<file path="config.mk">
export PLATFORM = sky130hd
export DESIGN_NAME = gpu_rasterizer
export DESIGN_NICKNAME = d
export VERILOG_FILES = /design/src/rtl/gpu_rasterizer_pkg.sv /design/src/rtl/gpu_rect_walker.sv /design/src/rtl/gpu_rasterizer.sv
export SDC_FILE = /design/constraint.sdc
export NUM_CORES = 1
export LEC_CHECK = 0
export CORE_MARGIN = 2
export CORE_UTILIZATION = 45
export CTS_BUF_LIST = sky130_fd_sc_hd__clkbuf_16
export DETAILED_ROUTE_END_ITERATION = 7
export GPL_ROUTABILITY_DRIVEN = 0
export PLACE_DENSITY = 0.66
export SLEW_MARGIN = 20
export SYNTH_ARGS = -nofsm -noshare
export SYNTH_HDL_FRONTEND = slang
export SYNTH_SLANG_ARGS = --single-unit
export TNS_END_PERCENT = 100
</file>
<file path="constraint.sdc">
create_clock -name clk -period 3.9 [get_ports clk]
set_input_delay 0.39 -clock clk [delete_from_list [all_inputs] [get_ports clk]]
set_output_delay 0.39 -clock clk [all_outputs]
set_load 0.01 [all_outputs]
</file>
<file path="src/rtl/gpu_rasterizer_pkg.sv">
// Shared types for the rasterizer: command op, sprite texel layout, pixel pipeline records.
// Latency: n/a (types and constants only).
// Backpressure: n/a.
package gpu_rasterizer_pkg;

    localparam int GPU_FB_ADDR_W = 19;

    // One rasterizer command as stored in the CPU-filled op FIFO.
    typedef struct packed {
        logic [10:0] x;
        logic [10:0] y;
        logic [10:0] width;
        logic [10:0] height;
        logic        color;
        logic        mem_en;    // 1: sprite blit, 0: solid fill
        logic        scale;     // 1: 2x upscale of the sprite
        logic [15:0] mem_addr;
    } gpu_op_t;

    // Sprite ROM word layout.
    typedef struct packed {
        logic opaque;
        logic color;
    } sprite_texel_t;

    // Framebuffer write record; opaque doubles as the write request.
    typedef struct packed {
        logic [GPU_FB_ADDR_W-1:0] fb_addr;
        logic                     color;
        logic                     opaque;
    } gpu_pixel_t;

    // Sprite pixel waiting for its ROM word.
    typedef struct packed {
        logic                     vld;
        logic [GPU_FB_ADDR_W-1:0] fb_addr;
    } pipe_t;

endpackage

</file>
<file path="src/rtl/gpu_rect_walker.sv">
// Walks an op rectangle in raster order, producing fb/sprite addresses and an on-screen flag.
// Latency: combinational outputs from the current counter state; advances one pixel per step.
// Backpressure: none; the caller only asserts load/step on enabled cycles.
// Ports: load/x/y/width/height/scale/mem_addr capture an op; step advances one pixel;
//        pix_vld (on screen), pix_last, pix_fb_addr, pix_sprite_addr describe the current pixel.
module gpu_rect_walker
    import gpu_rasterizer_pkg::*;
#(
    parameter int HOR_ACTIVE_PIXELS = 640,
    parameter int VER_ACTIVE_PIXELS = 480,
    parameter int FB_ADDR_WIDTH     = 19,
    parameter int SPRITE_ADDR_WIDTH = 16
) (
    input  logic                         clk,
    input  logic                         rst,
    input  logic                         load,
    input  logic [10:0]                  x,
    input  logic [10:0]                  y,
    input  logic [10:0]                  width,
    input  logic [10:0]                  height,
    input  logic                         scale,
    input  logic [SPRITE_ADDR_WIDTH-1:0] mem_addr,
    input  logic                         step,
    output logic                         pix_vld,
    output logic                         pix_last,
    output logic [FB_ADDR_WIDTH-1:0]     pix_fb_addr,
    output logic [SPRITE_ADDR_WIDTH-1:0] pix_sprite_addr
);

    localparam logic [11:0] HOR_LIM = 12'(HOR_ACTIVE_PIXELS);
    localparam logic [11:0] VER_LIM = 12'(VER_ACTIVE_PIXELS);

    logic [10:0]                  x_q, w_q, h_q, cx_q, cy_q;
    logic [11:0]                  y_q;
    logic                         scale_q;
    logic [FB_ADDR_WIDTH-1:0]     row_fb_q;   // (y + cy) * HOR_ACTIVE_PIXELS
    logic [SPRITE_ADDR_WIDTH-1:0] tex_row_q;  // mem_addr + ty * tex_w

    logic [11:0] px, py;
    logic [10:0] tex_w, tx;
    logic        row_last;

    // 12-bit sums so an 11-bit origin plus offset never wraps back on screen.
    assign px       = {1'b0, x_q} + {1'b0, cx_q};
    assign py       = y_q + {1'b0, cy_q};
    assign tex_w    = w_q >> scale_q;
    assign tx       = cx_q >> scale_q;
    assign row_last = (cx_q + 11'd1) == w_q;

    assign pix_vld         = (px < HOR_LIM) && (py < VER_LIM);
    assign pix_last        = row_last && ((cy_q + 11'd1) == h_q);
    assign pix_fb_addr     = row_fb_q + FB_ADDR_WIDTH'(px);
    assign pix_sprite_addr = tex_row_q + SPRITE_ADDR_WIDTH'(tx);

    always_ff @(posedge clk or negedge rst) begin
        if (!rst) begin
            x_q       <= '0;
            y_q       <= '0;
            w_q       <= '0;
            h_q       <= '0;
            scale_q   <= 1'b0;
            cx_q      <= '0;
            cy_q      <= '0;
            row_fb_q  <= '0;
            tex_row_q <= '0;
        end else if (load) begin
            x_q       <= x;
            y_q       <= {1'b0, y};
            w_q       <= width;
            h_q       <= height;
            scale_q   <= scale;
            cx_q      <= '0;
            cy_q      <= '0;
            // The only multiply: once per op, everything after is incremental.
            row_fb_q  <= FB_ADDR_WIDTH'(y * HOR_ACTIVE_PIXELS);
            tex_row_q <= mem_addr;
        end else if (step) begin
            if (row_last) begin
                cx_q     <= '0;
                cy_q     <= cy_q + 11'd1;
                row_fb_q <= row_fb_q + FB_ADDR_WIDTH'(HOR_ACTIVE_PIXELS);
                // ty = cy >> scale moves on every row at 1x, every odd row at 2x.
                if (!scale_q || cy_q[0]) begin
                    tex_row_q <= tex_row_q + SPRITE_ADDR_WIDTH'(tex_w);
                end
            end else begin
                cx_q <= cx_q + 11'd1;
            end
        end
    end

endmodule

</file>
<file path="src/rtl/gpu_rasterizer.sv">
// Pops ops from the command FIFO and rasterizes fills / sprite blits into the framebuffer.
// Latency: fill write 1 cycle after the pixel step, sprite write 2 cycles (ROM read + stage).
// Backpressure: ce=0 freezes all state; pops and writes are gated with ce so none repeat.
// Ports: op/op_rd_en/op_empty = FIFO read side (data valid the cycle after the pop);
//        sprite_addr/sprite_data = sprite ROM, 1-cycle read, assumed to share ce;
//        fb_wr_en/fb_addr/fb_data = framebuffer write; idle = nothing queued or pending.
module gpu_rasterizer
    import gpu_rasterizer_pkg::*;
#(
    parameter int HOR_ACTIVE_PIXELS = 640,
    parameter int VER_ACTIVE_PIXELS = 480,
    parameter int FB_ADDR_WIDTH     = $clog2(HOR_ACTIVE_PIXELS * VER_ACTIVE_PIXELS),
    parameter int SPRITE_ADDR_WIDTH = 16
) (
    input  logic                         clk,
    input  logic                         rst,
    input  logic                         ce,
    input  gpu_op_t                      op,
    output logic                         op_rd_en,
    input  logic                         op_empty,
    output logic [SPRITE_ADDR_WIDTH-1:0] sprite_addr,
    input  logic [1:0]                   sprite_data,
    output logic                         fb_wr_en,
    output logic [FB_ADDR_WIDTH-1:0]     fb_addr,
    output logic                         fb_data,
    output logic                         idle
);

    typedef enum logic [1:0] {IDLE, LATCH, DRAW, DRAIN} state_t;

    state_t        state_q, state_d;
    logic          rd_req, load, step;
    logic          color_q, mem_en_q;
    logic          pix_vld, pix_last;
    logic [FB_ADDR_WIDTH-1:0] pix_fb_addr;
    pipe_t         pipe_q;
    gpu_pixel_t    wr_q;
    sprite_texel_t texel;

    assign texel = sprite_texel_t'(sprite_data);

    gpu_rect_walker #(
        .HOR_ACTIVE_PIXELS (HOR_ACTIVE_PIXELS),
        .VER_ACTIVE_PIXELS (VER_ACTIVE_PIXELS),
        .FB_ADDR_WIDTH     (FB_ADDR_WIDTH),
        .SPRITE_ADDR_WIDTH (SPRITE_ADDR_WIDTH)
    ) u_walker (
        .clk             (clk),
        .rst             (rst),
        .load            (load & ce),
        .x               (op.x),
        .y               (op.y),
        .width           (op.width),
        .height          (op.height),
        .scale           (op.scale),
        .mem_addr        (SPRITE_ADDR_WIDTH'(op.mem_addr)),
        .step            (step & ce),
        .pix_vld         (pix_vld),
        .pix_last        (pix_last),
        .pix_fb_addr     (pix_fb_addr),
        .pix_sprite_addr (sprite_addr)
    );

    always_ff @(posedge clk or negedge rst) begin
        if (!rst) begin
            state_q <= IDLE;
        end else if (ce) begin
            state_q <= state_d;
        end
    end

    always_comb begin
        state_d = state_q;
        rd_req  = 1'b0;
        load    = 1'b0;
        step    = 1'b0;
        case (state_q)
            IDLE: begin
                if (!op_empty) begin
                    rd_req  = 1'b1;
                    state_d = LATCH;
                end
            end
            LATCH: begin
                load    = 1'b1;
                state_d = (op.width == '0 || op.height == '0) ? IDLE : DRAW;
            end
            DRAW: begin
                step = 1'b1;
                if (pix_last) begin
                    state_d = mem_en_q ? DRAIN : IDLE;
                end
            end
            DRAIN: begin
                state_d = IDLE;
            end
            default: state_d = IDLE;
        endcase
    end

    always_ff @(posedge clk or negedge rst) begin
        if (!rst) begin
            color_q  <= 1'b0;
            mem_en_q <= 1'b0;
        end else if (ce && load) begin
            color_q  <= op.color;
            mem_en_q <= op.mem_en;
        end
    end

    // Fill pixels go straight to the write register; sprite pixels wait one
    // stage in pipe_q for their ROM word. The two never overlap because a
    // sprite op drains pipe_q before returning to IDLE.
    always_ff @(posedge clk or negedge rst) begin
        if (!rst) begin
            pipe_q <= '0;
            wr_q   <= '0;
        end else if (ce) begin
            pipe_q.vld  <= 1'b0;
            wr_q.opaque <= 1'b0;
            if (step && !mem_en_q) begin
                wr_q.opaque  <= pix_vld;
                wr_q.fb_addr <= GPU_FB_ADDR_W'(pix_fb_addr);
                wr_q.color   <= color_q;
            end
            if (step && mem_en_q) begin
                pipe_q.vld     <= pix_vld;
                pipe_q.fb_addr <= GPU_FB_ADDR_W'(pix_fb_addr);
            end
            if (pipe_q.vld) begin
                wr_q.opaque  <= texel.opaque;
                wr_q.fb_addr <= pipe_q.fb_addr;
                wr_q.color   <= texel.color;
            end
        end
    end

    assign op_rd_en = rd_req & ce;
    assign fb_wr_en = wr_q.opaque & ce;
    assign fb_addr  = FB_ADDR_WIDTH'(wr_q.fb_addr);
    assign fb_data  = wr_q.color;
    // A write still held by ce=0 keeps idle low so frame swap waits for it.
    assign idle     = (state_q == IDLE) & op_empty & ~wr_q.opaque;

endmodule

</file>
==> results of run 1 <==
==> per-stage QoR <==
stage               cell area [sq um]  TNS, ps
floorplan                        9870        0
global placement                11100        0
detailed placement              11100        0
CTS                             11700        0
global route                    11700    -48.3
finish                          11700        0
==> routing by layer <==
metal / up-vias / GRT usage [%] / wire [microns] / part of all wire [%]
li1: 4146 / - / - / -
met5: - / 0 / 0 / 0
met2: 170 / 33.9 / 11000 / 46
met4: 0 / 5.25 / 352 / 1.5
met1: 3951 / 30.0 / 11700 / 48
met3: 21 / 4.65 / 1060 / 4.4
==> layout make-up <==
class | count | area [sq um] | area share (%)
Tap cell | 280 | 350 | 2.99
Sequential cell | 140 | 3500 | 29.9
Clock inverter | 15 | 106 | 0.907
Clock buffer | 17 | 425 | 3.63
Timing Repair Buffer | 134 | 1280 | 11.0
Inverter | 30 | 113 | 0.960
Multi-Input combinational cell | 895 | 5940 | 50.7
==> state kept, by name, indices dropped and copies added, names as in the netlist <==
name,flops
pipe_q,20
fb_addr,19
u_walker.tex_row_q,16
u_walker.row_fb_q,12
u_walker.cx_q,11
u_walker.cy_q,11
u_walker.h_q,11
u_walker.w_q,11
u_walker.x_q,11
u_walker.y_q,11
state_q,2
color_q,1
fb_data,1
mem_en_q,1
u_walker.scale_q,1
wr_q,1
==> cells by family after synthesis <==
logic type      share of synthesized area, %
buf+inv                                 4.89
other cells                           0.0380
flops                                   35.5
mux                                     5.40
fa+ha+maj                               9.56
simple gates                            21.0
xor+xnor                                8.26
compound gates                          15.3
==> where the power goes <==
part	switching (uW)	total [uW]	internal [uW]
clock	649	1510	861
combinational	2700	5130	2430
sequential	549	2600	2050
total	3890	9240	5340
==> placed cells by master, fill, tap and decap left out, types with 35 or more instances in the layout <==
cell type | synthesis | final
nor2_1 | 41 | 40
xor2_1 | 35 | 35
nand2_1 | 243 | 243
a21oi_1 | 50 | 47
clkdlybuf4s50_1 | 0 | 99
xnor2_1 | 58 | 58
nand3_1 | 36 | 35
o21ai_0 | 79 | 72
dfrtp_1 | 140 | 139
ha_1 | 69 | 69
==> final timing paths <==
kind / end / depth (start not counted)
max: sprite_addr[12] / 14
min: fb_addr[3] / 1
max reg2reg: fb_addr[16] / 15
min reg2reg: fb_addr[11] / 2
max in group asynchronous: u_walker.y_q[6] / 2
min in group clk: fb_addr[11] / 2
==> timing repair <==
action | in CTS | in global routing
pin swaps | 5 | 5
gates resized for setup | 11 | 16
setup buffers | 3 | 0
endpoints found under the setup margin | 6 | 17
==> summary.txt, run 1 <==
Outcome
  – Outcome: complete, no violations

Place
  – Setup WS pre-CTS: 66.3 ps
  – Hpwl dp: 17600 microns
  – # port buffers: 107
  – Placed cell count: 1476

Die
  – Die Ht: 152 microns
  – Chip width: 152 microns
  – IO Pins: 108
  – Row Count: 54
  – Core area: 21700 sq um
  – Die Footprint: 23100 sq um
  – Starting Density: 45.5%

Timing
  – Slew @ Worst Pin: 935 ps
  – Period utilization: 96.0%
  – Hold WS: 86.4 ps
  – Final hold vios: 0
  – Final setup vio count: 0
  – Tmin final: 3750 ps
  – Worst setup margin: 155 ps
  – Fmax: 267 MHz
  – Slew Limit Fails: 0
  – Skew final: 8.73 ps
  – Slew HR: 37.7%

Critical path
  – Endpoint class of the critical path: output port
  – CP Class: reg2out
  – Setup crit start kind: flip-flop
  – Crit-path max FO: 4
  – CP peak stage delay: 420 ps
  – Critical Path Most Common Cell: o21ai_2
  – WP buf/inv: 3
  – Crit path from: u_walker.scale_q
  – Critical Path RT: 3510 ps
  – Critical path's top delay family: compound AO/OA/AOI/OAI gates
  – Critical-path cell list: mux2_2, ha_1, inv_1, fa_1, nor2b_1, o21ai_2, a21boi_2, o21ai_2, a211oi_2, o31a_1, buf_4, o21ai_1, xnor2_1, dlygate4sd2_1
  – R2R Path Start: u_walker.cx_q[4]
  – R2R Setup Slk: 350 ps
  – Data arrival, critical path: 3360 ps
  – Critical-path top delay cell: dfrtp_1

Routing
  – Total Wirelength: 24200 microns
  – DRT Pass-1 Iters: 5
  – Initial DRC Count: 420
  – Routed vias: 8288
  – DRC Markers: 0
  – Final routed wire length divided by cell count: 16.0 microns
  – Remaining antenna violation count after routing: 0
  – Post-DR vias/cell: 5.49

Yosys
  – Mapped Area: 9870 sq um
  – Count of yosys warnings during synthesis: 0
  – Net Count, Synth: 1280
  – EDFF count, synth: 0
  – Top cells by count, synth: nand2_1 (243), dfrtp_1 (140), o21ai_0 (79), ha_1 (69), xnor2_1 (58)
  – Synth top area cells: dfrtp_1 (36%), nand2_1 (9.2%), ha_1 (8.7%), xnor2_1 (5.1%), o21ai_0 (4.0%)
  – Ys async rst share: 100%
  – Mapped Cells: 1138
  – Ys flop type: dfrtp_1
  – Synth cell types: 79
  – Area share of the largest cell type after synthesis: 35.5%
  – Register area share after synthesis: 35.5%
  – Top-count cell post-synth: nand2_1
  – Syn Area/Cell: 8.67 sq um
  – Synth area leader: dfrtp_1
  – Flops & latches, synth: 140

Finish
  – Antenna cells: 0
  – Final Util: 54.1%
  – Ratio of cells with drive above 1 in the final layout: 10.2%
  – # nets final: 1360
  – Fillers: 1970
  – Layout Cells excl Fill: 1511
  – Synth-to-Final Area Change: 18.9%

GRT
  – Antenna violations before repair: 0
  – Largest net degree at the start of global routing: 100
  – First-pass GRT wire length: 40700 microns
  – Vias in the first global route: 7972
  – Total gr overflow: 0
  – GRT Util Overall: 21.4%

Clock tree
  – Total CTS buffers: 17
  – CTS Hold Bufs: 0
  – Clock sinks: 140
  – CTS tree: built
  – Root buffer cell: clkbuf_16
  – Clk pin slew, worst setup/hold paths: 60 ps
  – CTS H-tree lvls: 4
  – Worst-case clock buffer depth: 2
  – Worst skew pair latency: 430 ps

Run
  – Number of max-cap violations: 0

Pwr
  – Power per Cell Area: 788 nW/um^2
  – Peak supply drop: 0.473 mV
  – Total chip power: 9240 uW
  – Leak: 0.00521 uW

Hold path
  – Hold Crit Class: in2async
(Power assumes the default switching activity.)
==> run 2, diff against run 1 <==
--- a/config.mk
+++ b/config.mk
@@ -5,12 +5,14 @@
 export SDC_FILE = /design/constraint.sdc
 export NUM_CORES = 1
 export LEC_CHECK = 0
+export CAP_MARGIN = 20
 export CORE_MARGIN = 2
 export CORE_UTILIZATION = 45
 export CTS_BUF_LIST = sky130_fd_sc_hd__clkbuf_16
 export DETAILED_ROUTE_END_ITERATION = 7
 export GPL_ROUTABILITY_DRIVEN = 0
-export PLACE_DENSITY = 0.66
+export GPL_TIMING_DRIVEN = 0
+export PLACE_DENSITY = 0.69
 export SLEW_MARGIN = 20
 export SYNTH_ARGS = -nofsm -noshare
 export SYNTH_HDL_FRONTEND = slang
==> constraint.sdc (replaced) <==
create_clock -name clk -period 3.4 [get_ports clk]
set_input_delay 0.34 -clock clk [delete_from_list [all_inputs] [get_ports clk]]
set_output_delay 0.34 -clock clk [all_outputs]
set_load 0.01 [all_outputs]
==> run 2 against run 1 <==
The flow now finishes with violations (setup timing). Hold slack improved by 350 ps. First-iteration DRC count increased by 39%. Highest routed layer unchanged. Clock skew increased by 2.6 ps. Setup slack got worse by 260 ps. Clock power increased by 29%. Cell area increased by 7.6%. Core utilization increased by 4.1 points. Via count increased by 7.6%.
==> summary.txt, run 2 (synthesized netlist as in run 1, its figures left out) <==
Finish
  – Antenna cells: 0 (unchanged)
  – Reg with most FFs: pipe_q (unchanged)
  – Largest register FFs: 20 (unchanged)
  – Layout Cells excl Fill: 1590 (was 1511)
  – Final Util: 58.2% (was 54.1%)
  – Largest regs: pipe_q (20), fb_addr (19), u_walker.tex_row_q (16) (unchanged)
  – Ratio of cells with drive above 1 in the final layout: 16.6% (was 10.2%)
  – # nets final: 1441 (was 1360)
  – Most frequent cells in the layout: nand2_1 (240), dfrtp_1 (137), clkdlybuf4s50_1 (95) (was nand2_1 (243), dfrtp_1 (139), clkdlybuf4s50_1 (99))
  – Synth-to-Final Area Change: 27.9% (was 18.9%)
  – Most common cell after layout, fill and taps aside: nand2_1 (unchanged)

Critical path
  – Endpoint class of the critical path: output port (unchanged)
  – Critical path's top delay family: compound AO/OA/AOI/OAI gates (unchanged)
  – CP peak stage delay: 450 ps (was 420 ps)
  – R2R Setup Slk: -60 ps (was 350 ps)
  – Crit path depth: 14 (unchanged)
  – Critical Path RT: 3060 ps (was 3510 ps)
  – WP buf/inv: 3 (unchanged)
  – Crit-path max FO: 3 (was 4)
  – R2R Path Start: u_walker.cx_q[0] (was u_walker.cx_q[4])
  – Critical Path Most Common Cell: o21ai_2 (unchanged)
  – Reg2reg path depth: 17 (was 15)
  – CP Class: reg2out (unchanged)
  – Critical-path top delay cell: dfrtp_2 (was dfrtp_1)
  – Setup crit start kind: flip-flop (unchanged)
  – R2R Path End: fb_addr[16] (unchanged)
  – Data arrival, critical path: 3170 ps (was 3360 ps)
  – Critical-path cell list: buf_4, mux2_4, ha_4, inv_2, fa_2, nor2b_2, o21ai_2, a21boi_2, o21ai_2, a211oi_2, o31a_1, o21ai_2, xnor2_1, buf_2 (was mux2_2, ha_1, inv_1, fa_1, nor2b_1, o21ai_2, a21boi_2, o21ai_2, a211oi_2, o31a_1, buf_4, o21ai_1, xnor2_1, dlygate4sd2_1)

GRT
  – Total gr overflow: 0 (unchanged)
  – GRT Util Overall: 23.4% (was 21.4%)
  – Largest net degree at the start of global routing: 88 (was 100)
  – First-pass GRT wire length: 43800 microns (was 40700 microns)
  – Antenna violations before repair: 0 (unchanged)
  – Vias in the first global route: 8548 (was 7972)

Pwr
  – NetSw: 4900 uW (was 3890 uW)
  – Power per Cell Area: 938 nW/um^2 (was 788 nW/um^2)
  – Leak: 0.00556 uW (was 0.00521 uW)
  – Pint: 6940 uW (was 5340 uW)
  – Peak supply drop: 0.557 mV (was 0.473 mV)
  – Register share of total power: 25.0% (was 28.1%)
  – Clock power frac: 16.5% (was 16.3%)
  – Switching Share: 41.4% (was 42.2%)
  – Gate power share: 58.6% (was 55.5%)

Clock tree
  – CTS H-tree lvls: 4 (unchanged)
  – Total CTS buffers: 17 (unchanged)
  – Root buffer cell: clkbuf_16 (unchanged)
  – Worst-case clock buffer depth: 2 (unchanged)
  – Worst skew pair latency: 430 ps (about the same)
  – CTS tree: built (unchanged)
  – Clock sinks: 140 (unchanged)
  – Clk pin slew, worst setup/hold paths: 60 ps (about the same)

Timing
  – Slew Limit Fails: 0 (unchanged)
  – Slew HR: 45.2% (was 37.7%)
  – Final setup vio count: 6 (was 0)
  – Worst setup margin: -109 ps (was 155 ps)
  – Skew final: 11.4 ps (was 8.73 ps)
  – Period utilization: 103%
  – Fmax: 285 MHz
  – Hold WS: 438 ps (was 86.4 ps)
  – Post-route setup TNS: -394 ps (was 0 ps)
  – Tmin final: 3510 ps
  – Final hold vios: 0 (unchanged)
  – RSZ-0062 raised after global routing: yes
  – Slew @ Worst Pin: 822 ps (was 935 ps)

Die
  – Starting Density: 45.5% (unchanged)
  – IO Pins: 108 (unchanged)
  – Die Footprint: 23100 sq um (unchanged)
  – Chip width: 152 microns (unchanged)
  – Die Ht: 152 microns (unchanged)
  – Core area: 21700 sq um (unchanged)
  – Row Count: 54 (unchanged)

Place
  – # port buffers: 106 (was 107)
  – Hpwl dp: 19400 microns (was 17600 microns)
  – Setup WS pre-CTS: -1060 ps (was 66.3 ps)
  – Placed cell count: 1525 (was 1476)

Outcome
  – Failing checks: setup timing
  – Outcome: finished with violations (was complete, no violations)

Routing
  – DRT Pass-1 Iters: 6 (was 5)
  – Final routed wire length divided by cell count: 17.1 microns (was 16.0 microns)
  – Post-DR vias/cell: 5.61 (was 5.49)
  – Routed vias: 8915 (was 8288)
  – Initial DRC Count: 585 (was 420)
  – Total Wirelength: 27200 microns (was 24200 microns)
  – DRC Markers: 0 (unchanged)
  – Remaining antenna violation count after routing: 0 (unchanged)

Run
  – Number of max-cap violations: 0 (unchanged)

Hold path
  – Hold Crit Class: in2async (unchanged)
run 2: changes by cell type in the layout (fill, tap and decap cells not counted), moves of 5 or more:
cell / previous run / this run
clkbuf_1: 0 / 37
ha_1: 69 / 58
buf_2: 0 / 13
buf_6: 2 / 7
buf_4: 26 / 51
ha_4: 0 / 11
run 2: cell type report:
type / count / area [sq um]
fillers: 1891 / 9070
multi-input cells: 895 / 6300
flip-flops and latches: 140 / 3510
repair buffers: 144 / 1380
clock buffers: 17 / 425
plain buffers: 71 / 374
well taps: 280 / 350
clock inverters: 13 / 176
inverters: 30 / 113
run 2: worst max-delay path by stage:
stage	from	end	slack, ps
CTS	u_walker.scale_q	sprite_addr[12]	-140
detailed placement	u_walker.scale_q	sprite_addr[12]	-1060
floorplan	u_walker.scale_q	sprite_addr[12]	50
finish	u_walker.cx_q[1]	sprite_addr[12]	-110
global placement	rst	u_walker.cx_q[0]	-4440
global route	u_walker.scale_q	sprite_addr[12]	-280
run 2: per-stage QoR:
| step | total power (uW) | instance area [sq um] |
|---|---|---|
| 3_3_place_gp | 8730 | 11300 |
| 5_1_grt | 12700 | 12600 |
| 3_5_place_dp | 8880 | 11300 |
| 2_1_floorplan | 7090 | 9870 |
| 6_report | 11800 | 12600 |
| 4_1_cts | 11300 | 12300 |
run 2: timing repair:
| action | 4_1_cts | 5_1_grt |
|---|---|---|
| pin swaps | 26 | 45 |
| endpoints found under the setup margin | 39 | 56 |
| endpoints found under the hold margin | 53 | 0 |
| hold buffers | 1 | 0 |
| setup buffers | 25 | 11 |
| gates resized for setup | 68 | 55 |
run 2: power by group through the flow:
stage	sequential (uW)	combinational, uW	clock, uW
6_report	2960	6940	1950
5_1_grt	3050	7650	2040
4_1_cts	2920	6450	1960
3_5_place_dp	2940	5940	0
3_3_place_gp	2920	5810	0
2_1_floorplan	2760	4320	0
run 2: worst register-to-register path, cell delays in order (launching register included):
cell and delay (ps):
dfrtp_2 390, buf_6 120, ha_4 160, inv_2 40, fa_2 350, nor2b_2 140
o31a_1 190, o22ai_2 130, xnor2_2 160, ha_1 320, a21oi_2 200, o21bai_2 100
a21oi_4 230, o21ba_4 170, o31ai_4 110, nand4_1 190, mux2i_1 240, nand3_1 80
run 2: per-layer routing:
metal	up-vias	share of wire (%)	track usage, %
li1	4307	-	-
met1	4265	44	30.8
met2	301	48	39.7
met3	42	6.1	4.05
met4	0	2.2	6.85
met5	-	0	0
==> run 3, diff against run 2 <==
--- a/config.mk
+++ b/config.mk
@@ -7,12 +7,12 @@
 export LEC_CHECK = 0
 export CAP_MARGIN = 20
 export CORE_MARGIN = 2
-export CORE_UTILIZATION = 45
+export CORE_UTILIZATION = 52
 export CTS_BUF_LIST = sky130_fd_sc_hd__clkbuf_16
 export DETAILED_ROUTE_END_ITERATION = 7
 export GPL_ROUTABILITY_DRIVEN = 0
 export GPL_TIMING_DRIVEN = 0
-export PLACE_DENSITY = 0.69
+export PLACE_DENSITY = 0.77
 export SLEW_MARGIN = 20
 export SYNTH_ARGS = -nofsm -noshare
 export SYNTH_HDL_FRONTEND = slang
==> constraint.sdc (replaced) <==
create_clock -name clk -period 3.4 [get_ports clk]
set_input_delay 0.34 -clock clk [delete_from_list [all_inputs] [get_ports clk]]
set_output_delay 0.34 -clock clk [all_outputs]
set_load 0.02 [all_outputs]
==> run 3 against run 2 <==
The run still ends with setup timing left. Non-clock buffer count fell by 7. Final cell count fell by 3.3%. Setup slack improved by 29 ps. Cell area fell by 2.0%. Clock power fell by 9%. Sequential power barely moved. Via count fell by 0.30%. Sequential cell count did not move. Core utilization rose by 8.2 points. Critical path type unchanged. Largest power group unchanged. Highest routed layer unchanged.
==> summary.txt, run 3 (synthesized netlist as in run 1, its figures left out) <==
Critical path
  – Crit-path max FO: 4 (was 3)
  – Critical Path RT: 3060 ps (about the same)
  – Setup crit start kind: flip-flop (unchanged)
  – Endpoint class of the critical path: output port (unchanged)
  – CP Class: reg2out (unchanged)
  – Data arrival, critical path: 3140 ps (was 3170 ps)

Timing
  – Worst setup margin: -80.8 ps (was -109 ps)
  – Post-route setup TNS: -111 ps (was -394 ps)
  – Skew final: 10.7 ps (was 11.4 ps)
  – RSZ-0062 raised after global routing: yes (unchanged)
  – Fmax: 287 MHz (was 285 MHz)
  – Final setup vio count: 2 (was 6)
  – Slew @ Worst Pin: 839 ps (was 822 ps)
  – Slew HR: 43.9% (was 45.2%)
  – Tmin final: 3480 ps (was 3510 ps)
  – Period utilization: 102% (was 103%)
  – Slew Limit Fails: 0 (unchanged)
  – Final hold vios: 0 (unchanged)

Routing
  – Remaining antenna violation count after routing: 0 (unchanged)
  – Routed vias: 8888 (was 8915)
  – DRT Pass-1 Iters: 5 (was 6)
  – Initial DRC Count: 548 (was 585)
  – DRC Markers: 0 (unchanged)
  – Post-DR vias/cell: 5.78 (was 5.61)
  – Total Wirelength: 26100 microns (was 27200 microns)
  – Final routed wire length divided by cell count: 16.9 microns (was 17.1 microns)

GRT
  – Vias in the first global route: 8552 (was 8548)
  – Largest net degree at the start of global routing: 82 (was 88)
  – Top Usage Layer GRT: met2 (unchanged)
  – Met1 Track Usage GR: 35.2% (was 30.8%)
  – First-pass GRT wire length: 42600 microns (was 43800 microns)
  – GRT Util Overall: 26.5% (was 23.4%)
  – Met2 usage: 44.2% (was 39.7%)
  – Antenna violations before repair: 0 (unchanged)
  – Met3 usage: 4.83% (was 4.05%)
  – Total gr overflow: 0 (unchanged)

Place
  – DP Area: 11300 sq um (about the same)
  – Hpwl dp: 18700 microns (was 19400 microns)
  – # port buffers: 106 (unchanged)
  – Setup WS pre-CTS: -952 ps (was -1060 ps)
  – Placed cell count: 1479 (was 1525)

Die
  – Die Ht: 142 microns (was 152 microns)
  – IO Pins: 108 (unchanged)
  – Starting Density: 52.9% (was 45.5%)
  – Die Footprint: 20100 sq um (was 23100 sq um)
  – Row Count: 50 (was 54)
  – Core area: 18600 sq um (was 21700 sq um)
  – Chip width: 142 microns (was 152 microns)

Hold path
  – Hold Crit Class: in2reg (was in2async)

Finish
  – Reg with most FFs: pipe_q (unchanged)
  – Fillers: 1495 (was 1891)
  – Synth-to-Final Area Change: 25.4% (was 27.9%)
  – Largest register FFs: 20 (unchanged)
  – Layout Cells excl Fill: 1538 (was 1590)
  – # nets final: 1434 (was 1441)
  – Design area: 12400 sq um (was 12600 sq um)
  – Most frequent cells in the layout: nand2_1 (241), dfrtp_1 (137), clkdlybuf4s50_1 (94) (was nand2_1 (240), dfrtp_1 (137), clkdlybuf4s50_1 (95))
  – Largest regs: pipe_q (20), fb_addr (19), u_walker.tex_row_q (16) (unchanged)
  – Antenna cells: 0 (unchanged)
  – Ratio of cells with drive above 1 in the final layout: 15.8% (was 16.6%)
  – Most common cell after layout, fill and taps aside: nand2_1 (unchanged)

Clock tree
  – CTS tree: built (unchanged)
  – Total CTS buffers: 17 (unchanged)
  – Clock sinks: 140 (unchanged)
  – Clk pin slew, worst setup/hold paths: 60 ps (about the same)
  – Root buffer cell: clkbuf_16 (unchanged)
  – Worst skew pair latency: 430 ps (about the same)
  – CTS H-tree lvls: 4 (unchanged)
  – Worst-case clock buffer depth: 2 (unchanged)

Outcome
  – Failing checks: setup timing (unchanged)
  – Outcome: finished with violations (unchanged)

Pwr
  – Total chip power: 11700 uW (was 11800 uW)
  – Peak supply drop: 0.695 mV (was 0.557 mV)
  – Leak: 0.00551 uW (was 0.00556 uW)
  – Power per Cell Area: 947 nW/um^2 (was 938 nW/um^2)

Run
  – Number of max-cap violations: 0 (unchanged)
## run 3: changes by cell type in the layout (fill, tap and decap cells not counted), sizes merged
cell,delta
clkdlybuf4s15,-1
bufinv,-2
dlymetal6s2s,-1
clkdlybuf4s50,-1
clkbuf,+1
dlygate4sd2,-1
clkinv,+4
clkinvlp,-1
buf,-4
## run 3: worst paths after layout
kind	slack [ps]	depth (start not counted)	to	start
hold reg to reg	470	2	fb_addr[16]	fb_addr[16]
hold / removal	440	3	color_q	op[18]
setup / recovery	-80	14	sprite_addr[14]	u_walker.scale_q
max in group asynchronous	2180	3	u_walker.scale_q	rst
min in group asynchronous	450	2	fb_addr[3]	rst
setup reg to reg	10	15	fb_addr[16]	u_walker.cx_q[0]
## run 3: through the flow
step	util, %	hold slack, ps
floorplan	-	44.4
global placement	60.2	456
detailed placement	60.4	310
CTS	64.8	431
global route	66.4	452
finish	66.4	438
## run 3: worst max-delay path, stage by stage, from the launching register on
cell,delay (ps)
dfrtp_2,440
buf_8,140
mux2_4,310
ha_4,160
inv_2,50
fa_2,220
nor2b_2,50
o21ai_2,140
a21boi_2,90
o21ai_2,180
a211oi_2,110
o31a_1,340
o21ai_2,190
xnor2_2,130
buf_4,160
## run 3: layout make-up
| cell class | instances | area [sq um] | share of cell area [%] |
|---|---|---|---|
| timing repair buffer | 136 | 1290 | 10.4 |
| buffer | 72 | 385 | 3.11 |
| sequential | 140 | 3510 | 28.3 |
| clock buffer | 17 | 425 | 3.44 |
| multi-input combinational | 895 | 6230 | 50.4 |
| tap | 234 | 293 | 2.37 |
| inverter | 30 | 113 | 0.910 |
| clock inverter | 14 | 130 | 1.05 |
## run 3: timing repair
action                     4_1_cts  5_1_grt
hold buffers                     1        0
pin swaps                       22       20
buffers inserted                14       14
setup endpoints to repair       33       57
gates cloned                     0        0
resized for setup               83       46
hold endpoints to repair        59        0
## run 3: routing by layer
metal	share of wire (%)	wire length, microns	vias to the layer above
met2	48	12600	320
met4	2.5	641	0
met1	43	11300	4233
li1	-	-	4287
met3	6.0	1580	48
met5	0	0	-
## run 3: report_power, final
group          switching [uW]  internal [uW]
clock                     719           1060
combinational            3710           3270
sequential                604           2350
